## src/rtl/down_count_sequence_monitor.sv

```systemverilog
// Health monitor for a MOD-N down counter: checks each sampled count against
// the expected decrement-with-wrap and reports lock, wrap and error status.
module down_count_sequence_monitor #(
  parameter int MOD_VALUE = 32,
  parameter int LOCK_LEN  = 4,
  parameter int WRAP_W    = 8,
  parameter int ERR_W     = 8
) (
  input  logic                         clk,
  input  logic                         rst,
  input  logic                         clear,
  input  logic                         en,
  input  logic [$clog2(MOD_VALUE)-1:0] cnt_in,
  output logic                         locked,
  output logic                         wrap_pulse,
  output logic                         err_pulse,
  output logic                         err_sticky,
  output logic [WRAP_W-1:0]            wrap_count,
  output logic [ERR_W-1:0]             err_count
);

  // state   | meaning
  // IDLE    | waiting for the first enabled sample after reset/clear
  // ACQUIRE | looking for an in-range sample to seed prev
  // TRACK   | comparing each sample against prev-1 (with wrap)

  localparam int             CW     = $clog2(MOD_VALUE);
  localparam logic [CW:0]    MOD_V  = (CW+1)'(MOD_VALUE);
  localparam logic [CW-1:0]  MAX_V  = CW'(MOD_VALUE - 1);
  localparam logic [7:0]     LOCK_V = 8'(LOCK_LEN);

  typedef enum logic [1:0] {
    S_IDLE    = 2'd0,
    S_ACQUIRE = 2'd1,
    S_TRACK   = 2'd2
  } state_t;

  state_t          r_state;
  logic [CW-1:0]   r_prev;
  logic [7:0]      r_run;

  logic            w_in_range;
  logic [CW-1:0]   w_exp;
  logic            w_match;
  logic [7:0]      w_run_inc;
  logic [ERR_W-1:0] w_err_inc;

  assign w_in_range = {1'b0, cnt_in} < MOD_V;
  assign w_exp      = (r_prev == '0) ? MAX_V : r_prev - CW'(1);
  assign w_match    = w_in_range && (cnt_in == w_exp);
  assign w_run_inc  = (r_run >= LOCK_V) ? r_run : r_run + 8'd1;
  // err_count saturates instead of rolling over
  assign w_err_inc  = (&err_count) ? err_count : err_count + ERR_W'(1);

  always_ff @(posedge clk or negedge rst) begin
    if (!rst) begin
      r_state    <= S_IDLE;
      r_prev     <= '0;
      r_run      <= '0;
      locked     <= 1'b0;
      wrap_pulse <= 1'b0;
      err_pulse  <= 1'b0;
      err_sticky <= 1'b0;
      wrap_count <= '0;
      err_count  <= '0;
    end else begin
      wrap_pulse <= 1'b0;
      err_pulse  <= 1'b0;
      if (clear) begin
        r_state    <= S_IDLE;
        r_prev     <= '0;
        r_run      <= '0;
        locked     <= 1'b0;
        err_sticky <= 1'b0;
        wrap_count <= '0;
        err_count  <= '0;
      end else if (en) begin
        case (r_state)
          S_IDLE, S_ACQUIRE: begin
            if (w_in_range) begin
              r_prev  <= cnt_in;
              r_run   <= '0;
              r_state <= S_TRACK;
            end else begin
              err_pulse  <= 1'b1;
              err_sticky <= 1'b1;
              err_count  <= w_err_inc;
              r_state    <= S_ACQUIRE;
            end
          end
          S_TRACK: begin
            if (w_match) begin
              r_prev <= cnt_in;
              r_run  <= w_run_inc;
              if (w_run_inc >= LOCK_V) locked <= 1'b1;
              if (r_prev == '0) begin
                wrap_pulse <= 1'b1;
                wrap_count <= wrap_count + WRAP_W'(1);
              end
            end else begin
              err_pulse  <= 1'b1;
              err_sticky <= 1'b1;
              err_count  <= w_err_inc;
              locked     <= 1'b0;
              r_run      <= '0;
              // resync on the faulty value when it is at least a legal count
              if (w_in_range) r_prev <= cnt_in;
              else            r_state <= S_ACQUIRE;
            end
          end
          default: r_state <= S_IDLE;
        endcase
      end
    end
  end

endmodule
```

## config.mk

```make
export PLATFORM = sky130hd
export DESIGN_NAME = down_count_sequence_monitor
export DESIGN_NICKNAME = d
export VERILOG_FILES = /design/src/rtl/down_count_sequence_monitor.sv
export SDC_FILE = /design/constraint.sdc
export NUM_CORES = 1
export LEC_CHECK = 0
export CORE_MARGIN = 2
export CORE_UTILIZATION = 48
export DETAILED_ROUTE_END_ITERATION = 10
export GPL_TIMING_DRIVEN = 0
export PLACE_DENSITY = 0.77
export SYNTH_ARGS = -nofsm -noshare
export SYNTH_HDL_FRONTEND = slang
export SYNTH_SLANG_ARGS = --single-unit
```

## constraint.sdc

```tcl
create_clock -name clk -period 2.7 [get_ports clk]
set_clock_uncertainty 0.15 [all_clocks]
set_input_delay 0.675 -clock clk [delete_from_list [all_inputs] [get_ports clk]]
set_output_delay 0.675 -clock clk [all_outputs]
set_load 0.02 [all_outputs]
```

### Word-level counts from Yosys, hierarchy flattened

Cells that the tools add are included.

* register bits: 35
* bits of input ports: 9
* ROM bits: 0
* memories: 0
* word-level logic and storage cells: 80
* RAM bits: 0
* output and inout port bits: 20
* latch bits: 0

* magnitude comparators: 2
* shifts and indexed selects: 0
* div/mod/pow operators: 0
* equal/unequal tests: 7
* bitwise gates (word level): 0
* reduce and logical (&&, ||, !) cells: 18
* add/sub/neg operators: 4
* $mul: 0
* mux-type cells: 40

Operator list (count)
* $mux 8: 14
* $add 8x1->8 const B: 3
* $mux 5: 4
* $mux 1: 18
* $ge 8x3->1 const B: 2
* $pmux 8 s2: 1
* $reduce_bool 2->1: 5
* $reduce_and 4->1: 2
* $reduce_and 8->1: 1
* $ne 2x2->1 const B: 3
* $reduce_and 2->1: 3
* $reduce_and 3->1: 2
* $eq 5x5->1: 1
* $logic_not 5->1: 1
* $sub 5x1->5 const B: 1
* $mux 2: 2
* $pmux 2 s2: 1
* $ne 3x2->1 const B: 1
* $reduce_bool 3->1: 1
* $reduce_or 3->1: 1
* $eq 2x1->1 const B: 1
* $eq 2x2->1 const B: 1
* $logic_not 2->1: 1
* $reduce_or 2->1: 1

### Depth between registers and ports, before layout

Gate-level depths: netlist of the first run.

* depth after elaboration: 8
* depth in mapped cells: 9
* mapped depth without buffers: 8

### Least setup slack after synthesis of the first run

OpenSTA, ideal clock, no wires.

* kind: reg2reg
* start point: register r_prev[0]
* end point: register wrap_count[7]
* buffers on the path: 0
* cell stages (with the launch flop): 9
* period minus slack after synthesis: 2.643 ns
* setup slack: 0.057 ns
* arrival time: 2.415 ns
* required time: 2.472 ns
* cells stage by stage: dfrtp_1 -> inv_1 -> ha_1 -> nor4b_2 -> or3_4 -> a2111oi_4 -> nand3_4 -> or4_1 -> a21oi_1

* cells in the longest elaborated chain, start to end: 5
* elaborated cells between the ends (all ways): 7
* those cells by class: 1 x add/sub; 1 x eq/ne; 1 x mux; 4 x reduce/logical

RTL lines
* start, declared: RTL line 39 `logic [CW-1:0] r_prev;`
* start signal, assigned: RTL line 81 `r_prev <= cnt_in;`
* start signal, assigned: RTL line 93 `r_prev <= cnt_in;`
* start signal, assigned: RTL line 107 `if (w_in_range) r_prev <= cnt_in;`
* $sub 5x1->5 / $logic_not 5->1 (equally long branches): RTL line 49, 96
* $mux 5: RTL line 49 `assign w_exp = (r_prev == '0) ? MAX_V : r_prev - CW'(1);`
* $eq 5x5->1: RTL line 50 `assign w_match = w_in_range && (cnt_in == w_exp);`
* $reduce_bool 2->1 (no line)
* $reduce_and 4->1 (no line) (*)
* end signal, assigned: RTL line 98 `wrap_count <= wrap_count + WRAP_W'(1);`
* end, declared: RTL line 18 `output logic [WRAP_W-1:0] wrap_count,`

Every way passes the cells marked *; elsewhere a longest branch is shown, timed or not.
A chain may end at the register's enable or synchronous reset.

### Worst setup path after layout of the first run

Same ends and word-level chain as after synthesis.

==> results of run 1 <==
==> worst max-delay path, cell delays in order (launching register included) <==
cell and delay, ps:
dfrtp_1 400, inv_2 80, ha_4 170, nor4b_4 140
or3_4 350, a2111oi_4 340, buf_4 190, nand3_4 100
or4_4 540, a21oi_2 150
==> repair_timing <==
item,in CTS,in global routing
pin swaps,3,7
setup buffers,4,6
setup endpoints to repair,18,19
resized for setup,7,14
==> cell families (layout without fill, tap and decap cells) <==
logic type               count (synthesis)  after routing  synth area share [%]
XOR/XNOR                                 8              8                  4.24
flip-flops                              34             34                  46.5
multiplexers                             9              9                  5.13
AO/OA/AOI/OAI                           29             29                  11.7
adder cells (fa/ha/maj)                  5              5                  3.42
AND/OR/NAND/NOR                         83             83                  26.7
buffers and inverters                   11             55                  2.32
==> cell type report <==
class                      instances  area [sq um]  area share (%)
inverter                           4          15.0           0.622
clock inverter                     1          30.0            1.24
timing repair buffer              37           342            14.1
multi-input combinational        134          1010            42.0
buffer                             6          26.3            1.09
tap                               48          60.1            2.49
sequential                        34           851            35.2
clock buffer                       7          76.3            3.16
==> flip-flops by register name, summed over array words and instances, names as in the netlist <==
register    cells
err_count       8
r_prev          5
wrap_pulse      1
wrap_count      8
r_state         1
r_run           8
err_pulse       1
err_sticky      1
locked          1
==> how the worst max path moves through the flow <==
stage | end | slack, ps
after global routing | wrap_count[7] | -90
after CTS | err_count[0] | 0.2
after detailed placement | wrap_count[7] | -480
final | wrap_count[7] | 20
after global placement | err_count[4] | -410
after floorplan | wrap_count[7] | 60
==> report_power, final <==
group | switching, mW | total, mW | internal (mW)
clock network | 0.179 | 0.455 | 0.276
logic | 0.0824 | 0.153 | 0.0705
registers | 0.0124 | 0.530 | 0.518
total | 0.274 | 1.14 | 0.864
==> layout by cell type, fill, tap and decap left out, types with 2 or more instances in the layout <==
master | synthesis | final
xor2_1 | 2 | 2
a31oi_1 | 2 | 2
ha_1 | 5 | 4
or4_4 | 0 | 2
a21oi_1 | 9 | 7
and2_2 | 1 | 2
nand3_1 | 6 | 6
inv_1 | 4 | 2
a21oi_2 | 0 | 2
nor2b_1 | 4 | 4
clkbuf_1 | 4 | 5
dfrtp_1 | 34 | 34
nand4_1 | 5 | 5
buf_4 | 0 | 10
o21ba_2 | 3 | 3
nor3b_1 | 3 | 3
and2_1 | 7 | 6
xnor2_1 | 5 | 2
and3_1 | 3 | 3
xnor2_2 | 0 | 3
mux2i_1 | 6 | 6
nor2_1 | 18 | 18
clkdlybuf4s50_1 | 0 | 24
nand2_1 | 9 | 9
mux2_2 | 3 | 3
nor3_2 | 0 | 2
nor3_1 | 7 | 5
inv_2 | 0 | 2
clkbuf_8 | 0 | 5
o21a_1 | 3 | 3
buf_1 | 2 | 2
o21ai_0 | 4 | 3
nor4_1 | 2 | 2
nand2b_1 | 3 | 3
o31ai_1 | 3 | 2
==> per-layer routing <==
| metal | GRT usage [%] | part of all wire [%] | vias to the layer above |
|---|---|---|---|
| li1 | - | - | 728 |
| met1 | 26.4 | 42 | 753 |
| met2 | 38.5 | 53 | 48 |
| met3 | 4.79 | 4.1 | 6 |
| met4 | 5.73 | 1.1 | 0 |
| met5 | 0 | 0 | - |
==> impl_metrics.csv, run 1 <==
group,metric,value,unit
clocking,clkTransAtPathRegs,60,ps
placement,post_dp_cell_area,2150,sq um
worst_setup_path,r2r-start,"r_prev[0]",
yosys,async_flop_share,100,%
detailed_routing,first_pass_iters,4,
detailed_routing,vias_per_cell,5.66,
pwr,p_leak,1.03,nW
grt,grt_start_max_net_pins,35,
die,floorplan.core_area,3660,sq um
yosys,netlist_top_cells_count,"dfrtp_1, nor2_1, a21oi_1, nand2_1",
yosys,synth_edf_count,0,
clocking,ctsHoldBuffers,0,
timing,slew_limit_fails,0,
timing,timing.setup.tns,0,ps
yosys,netlist.top_cell.by_area,"dfrtp_1",
yosys,yosys_warnings,0,
die,die_span_y,65.7,microns
worst_setup_path,worstSetupStartpoint,"r_prev[0]",
yosys,synth_seq_area_share,46.5,%
worst_setup_path,criticalPathCategory,"reg2reg",
detailed_routing,final_antenna_net_count,0,
clocking,cts_sinks,34,
timing,fmax,373,MHz
detailed_routing,drt_iter0_drc,62,
placement,detailedPlacementHpwl,3020,microns
placement,port-buffer-count,27,
timing,setup_viol_count_final,0,
yosys,synth-seq-cells,34,
layout,antennaDiodeCount,0,
detailed_routing,via_count,1535,
worst_setup_path,reg2reg_to,"wrap_count[7]",
clocking,ctsHtreeMaxLevel,2,
yosys,netlist_area,1830,sq um
die,floorplan.io_pins,29,
clocking,clk_latency,280,ps
worst_setup_path,required,2760,ps
yosys,post_synth.cell_area_avg,10.2,sq um
timing,post-route-period-util,99.3,%
worst_setup_path,reg2reg_setup_slack,20,ps
yosys,portion_of_synthesized_cell_area_occupied_by_the_leading_cell_type,46.5,%
timing,period_minus_slack,2680,ps
yosys,yosys-top-cells-area,"dfrtp_1, nor2_1, ha_1, mux2i_1, a21oi_1",
layout,instances_no_fill,271,
die,initial_core_util,50.0,%
die,dieWidth,65.7,microns
grt,number_of_antenna_violations_at_the_first_check_in_global_routing,0,
grt,total_gr_overflow,0,
pwr,p_per_area,471,nW/um^2
pwr,vdd_drop_max,297,uV
yosys,synthDistinctLibCells,47,
clocking,clk_path_buf_depth,2,
die,rows,22,
detailed_routing,detail_route.wl_per_cell,16.0,microns
run,drv_cap,0,
timing,tightest_slew,753,ps
timing,timing.slew.headroom,49.8,%
yosys,post_synth_inst_count,179,
min_path,kind_of_path_behind_the_tightest_hold_check,"in2async",
grt,grt.total_usage,21.7,%
clocking,cts-buffers-inserted,5,
clocking,clock-root-buffer,"clkbuf_8",
layout,final_nets,236,
yosys,synthFlopType,"dfrtp_1",
pwr,power,1.14,mW
timing,final_hold_viol_count,0,
timing,grt_setup_unrepaired,"true",
die,design.die.area,4320,sq um
outcome,status,"complete, no violations",
layout,fillCellCount,282,
grt,first_global_vias,1537,
worst_setup_path,critPathMaxFanout,5,
grt,grt_first_pass_wirelength,7070,microns
detailed_routing,wl,4350,microns
placement,place_congestion,0.841,
timing,final.hold.worst_slack,307,ps
worst_setup_path,setup.worst_path.start_class,"flip-flop",
layout,layout.cell_area.non_filler,2410,sq um
yosys,synth_fp_nets,193,
detailed_routing,remaining_drc_errors,0,
layout,postLayoutCoreUtil,66.0,%
layout,drive_gt1_share,21.5,%
worst_setup_path,r2r_cells,9,
timing,final.setup.worst_slack,18.7,ps
clocking,cts_tree,"built",
yosys,synth.most_common_cell,"dfrtp_1",
worst_setup_path,critPathArrivalTime,2740,ps
layout,areaGrowthSynthToFinish,32.0,%
worst_setup_path,timing.critical_path.to_type,"flip-flop",
placement,post-place-cells,254,
placement,place_worst_setup_slack,-484,ps
Power figures use the tool's default switching activity.
==> inputs of run 2 (changes only) <==
--- a/config.mk
+++ b/config.mk
@@ -6,7 +6,7 @@
 export NUM_CORES = 1
 export LEC_CHECK = 0
 export CORE_MARGIN = 2
-export CORE_UTILIZATION = 48
+export CORE_UTILIZATION = 50
 export DETAILED_ROUTE_END_ITERATION = 10
 export GPL_TIMING_DRIVEN = 0
 export PLACE_DENSITY = 0.77
==> constraint.sdc (replaced) <==
create_clock -name clk -period 2.5 [get_ports clk]
set_clock_uncertainty 0.15 [all_clocks]
set_input_delay 0.625 -clock clk [delete_from_list [all_inputs] [get_ports clk]]
set_output_delay 0.625 -clock clk [all_outputs]
set_load 0.02 [all_outputs]
==> impl_metrics.csv, run 2 (synthesis gave the netlist of run 1 again) <==
group,metric,value,unit
outcome,status,"complete, but fails checks",
outcome,failed_checks,"negative setup slack",
worst_setup_path,slowest_stage,"dfrtp_1",
placement,port-buffer-count,27,
clocking,clkTransAtPathRegs,100,ps
die,initial_core_util,53.6,%
detailed_routing,drt_iter0_drc,99,
timing,tightest_slew,781,ps
layout,antennaDiodeCount,0,
clocking,cts-buffers-inserted,5,
placement,place_congestion,0.815,
run,drv_cap,0,
detailed_routing,detail_route.wl_per_cell,16.6,microns
detailed_routing,wl,4550,microns
grt,total_gr_overflow,0,
pwr,p_per_area,469,nW/um^2
grt,first_global_vias,1525,
grt,number_of_antenna_violations_at_the_first_check_in_global_routing,0,
clocking,clk_latency,350,ps
detailed_routing,remaining_drc_errors,0,
min_path,kind_of_path_behind_the_tightest_hold_check,"in2async",
layout,layout.cells.most_common_list,"dfrtp_1, clkdlybuf4s50_1, nor2_1",
layout,seqCellArea,851,sq um
grt,grt_first_pass_wirelength,7270,microns
placement,place_worst_setup_slack,-515,ps
worst_setup_path,critPathMaxFanout,8,
clocking,clk_path_buf_depth,2,
die,floorplan.core_area,3420,sq um
layout,drive_gt1_share,25.0,%
die,die_span_y,64.5,microns
timing,setup_viol_count_final,11,
worst_setup_path,setup.worst_path.start_class,"flip-flop",
die,rows,21,
worst_setup_path,required,2580,ps
clocking,ctsHtreeMaxLevel,2,
layout,final_nets,241,
die,dieWidth,64.5,microns
clocking,ctsHoldBuffers,0,
timing,final.hold.worst_slack,199,ps
timing,final.setup.worst_slack,-89.2,ps
detailed_routing,vias_per_cell,5.78,
clocking,cts_sinks,34,
timing,timing.slew.headroom,47.9,%
timing,post-route-period-util,104,%
timing,slew_limit_fails,0,
pwr,vdd_drop_max,456,uV
die,design.die.area,4160,sq um
detailed_routing,first_pass_iters,4,
timing,final_hold_viol_count,0,
grt,grt_start_max_net_pins,35,
timing,grt_setup_unrepaired,"true",
clocking,clock-root-buffer,"clkbuf_4",
die,floorplan.io_pins,29,
layout,areaGrowthSynthToFinish,36.3,%
worst_setup_path,critical_path.top_delay_family,"simple AND/OR/NAND/NOR gates",
worst_setup_path,timing.critical_path.to_type,"flip-flop",
layout,instances_no_fill,274,
pwr,p_leak,1.05,nW
placement,post-place-cells,252,
clocking,cts_tree,"built",
layout,multi_input_gate_area_in_the_final_layout,1060,sq um
worst_setup_path,cp.buffers_inverters,3,
worst_setup_path,slowest_delay,430,ps
detailed_routing,final_antenna_net_count,0,
worst_setup_path,critPathArrivalTime,2670,ps
layout,top_regs,"err_count x8, r_run x8, wrap_count x8",
placement,detailedPlacementHpwl,2920,microns
worst_setup_path,criticalPathCategory,"reg2reg",
layout,fillCellCount,242,
detailed_routing,via_count,1585,
layout,layout.cells.most_common,"dfrtp_1",
timing,period_minus_slack,2590,ps
worst_setup_path,timing.critical_path.cells,"inv_2, ha_4, nor4b_4, o21ai_2, a2111oi_4, buf_4, and2_4, buf_8, nor3_4, mux2_2",
grt,grt.total_usage,22.9,%
timing,fmax,386,MHz
run 2: power breakdown:
group | internal, mW | switching (mW)
sequential | 0.559 | 0.0139
clock | 0.207 | 0.190
combinational | 0.0951 | 0.105
total | 0.861 | 0.309
run 2: routing by layer:
layer | vias up | GRT usage (%) | share of wire, %
li1 | 737 | - | -
met1 | 782 | 27.2 | 39
met2 | 52 | 40.5 | 52
met3 | 14 | 6.94 | 5.3
met4 | 0 | 6.12 | 3.6
met5 | - | 0 | 0
run 2: area by class of cell:
| class | count | area share (%) |
|---|---|---|
| buffer | 7 | 1.51 |
| timing repair buffer | 41 | 15.7 |
| clock inverter | 3 | 1.61 |
| inverter | 4 | 0.602 |
| sequential | 34 | 34.1 |
| tap | 46 | 2.31 |
| multi-input combinational | 134 | 42.6 |
| clock buffer | 5 | 1.51 |
run 2: final timing paths:
path                       cells past startpoint  startpoint  slack (ps)            to
min                                            1         rst         200      r_run[7]
min reg2reg                                    1    r_run[5]         360      r_run[5]
max reg2reg                                   10   r_prev[0]         -90  err_count[4]
max in group asynchronous                      1         rst        1500  err_count[5]
min in group clk                               1    r_run[5]         360      r_run[5]
max                                           10   r_prev[0]         -90  err_count[4]
run 2: what timing repair did:
item                                   in CTS  in global routing
gates resized for setup                    12                 20
pin swaps                                   8                 12
cloned                                      0                  0
buffers inserted                            9                  5
setup endpoints to repair                  27                 20
endpoints found under the hold margin       0                  0
run 2: worst reg2reg max path: cells and delay by family (launching register included):
kind | cells | cell delay, ps
adder cells (fa/ha/maj) | 1 | 150
AND/OR/NAND/NOR | 3 | 530
buffers and inverters | 3 | 460
AO/OA/AOI/OAI | 2 | 500
flip-flops | 1 | 430
multiplexers | 1 | 260
run 2: through the flow:
step | util, % | TNS [ps] | area (sq um) | power (mW)
3_5_place_dp | 63.2 | -9760 | 2160 | 0.721
5_1_grt | 73.0 | -2160 | 2490 | 1.22
3_3_place_gp | 63.3 | -10640 | 2160 | 0.715
4_1_cts | 69.4 | -111 | 2370 | 1.15
6_report | 73.0 | -475 | 2490 | 1.17
2_1_floorplan | - | 0 | 1840 | 0.669
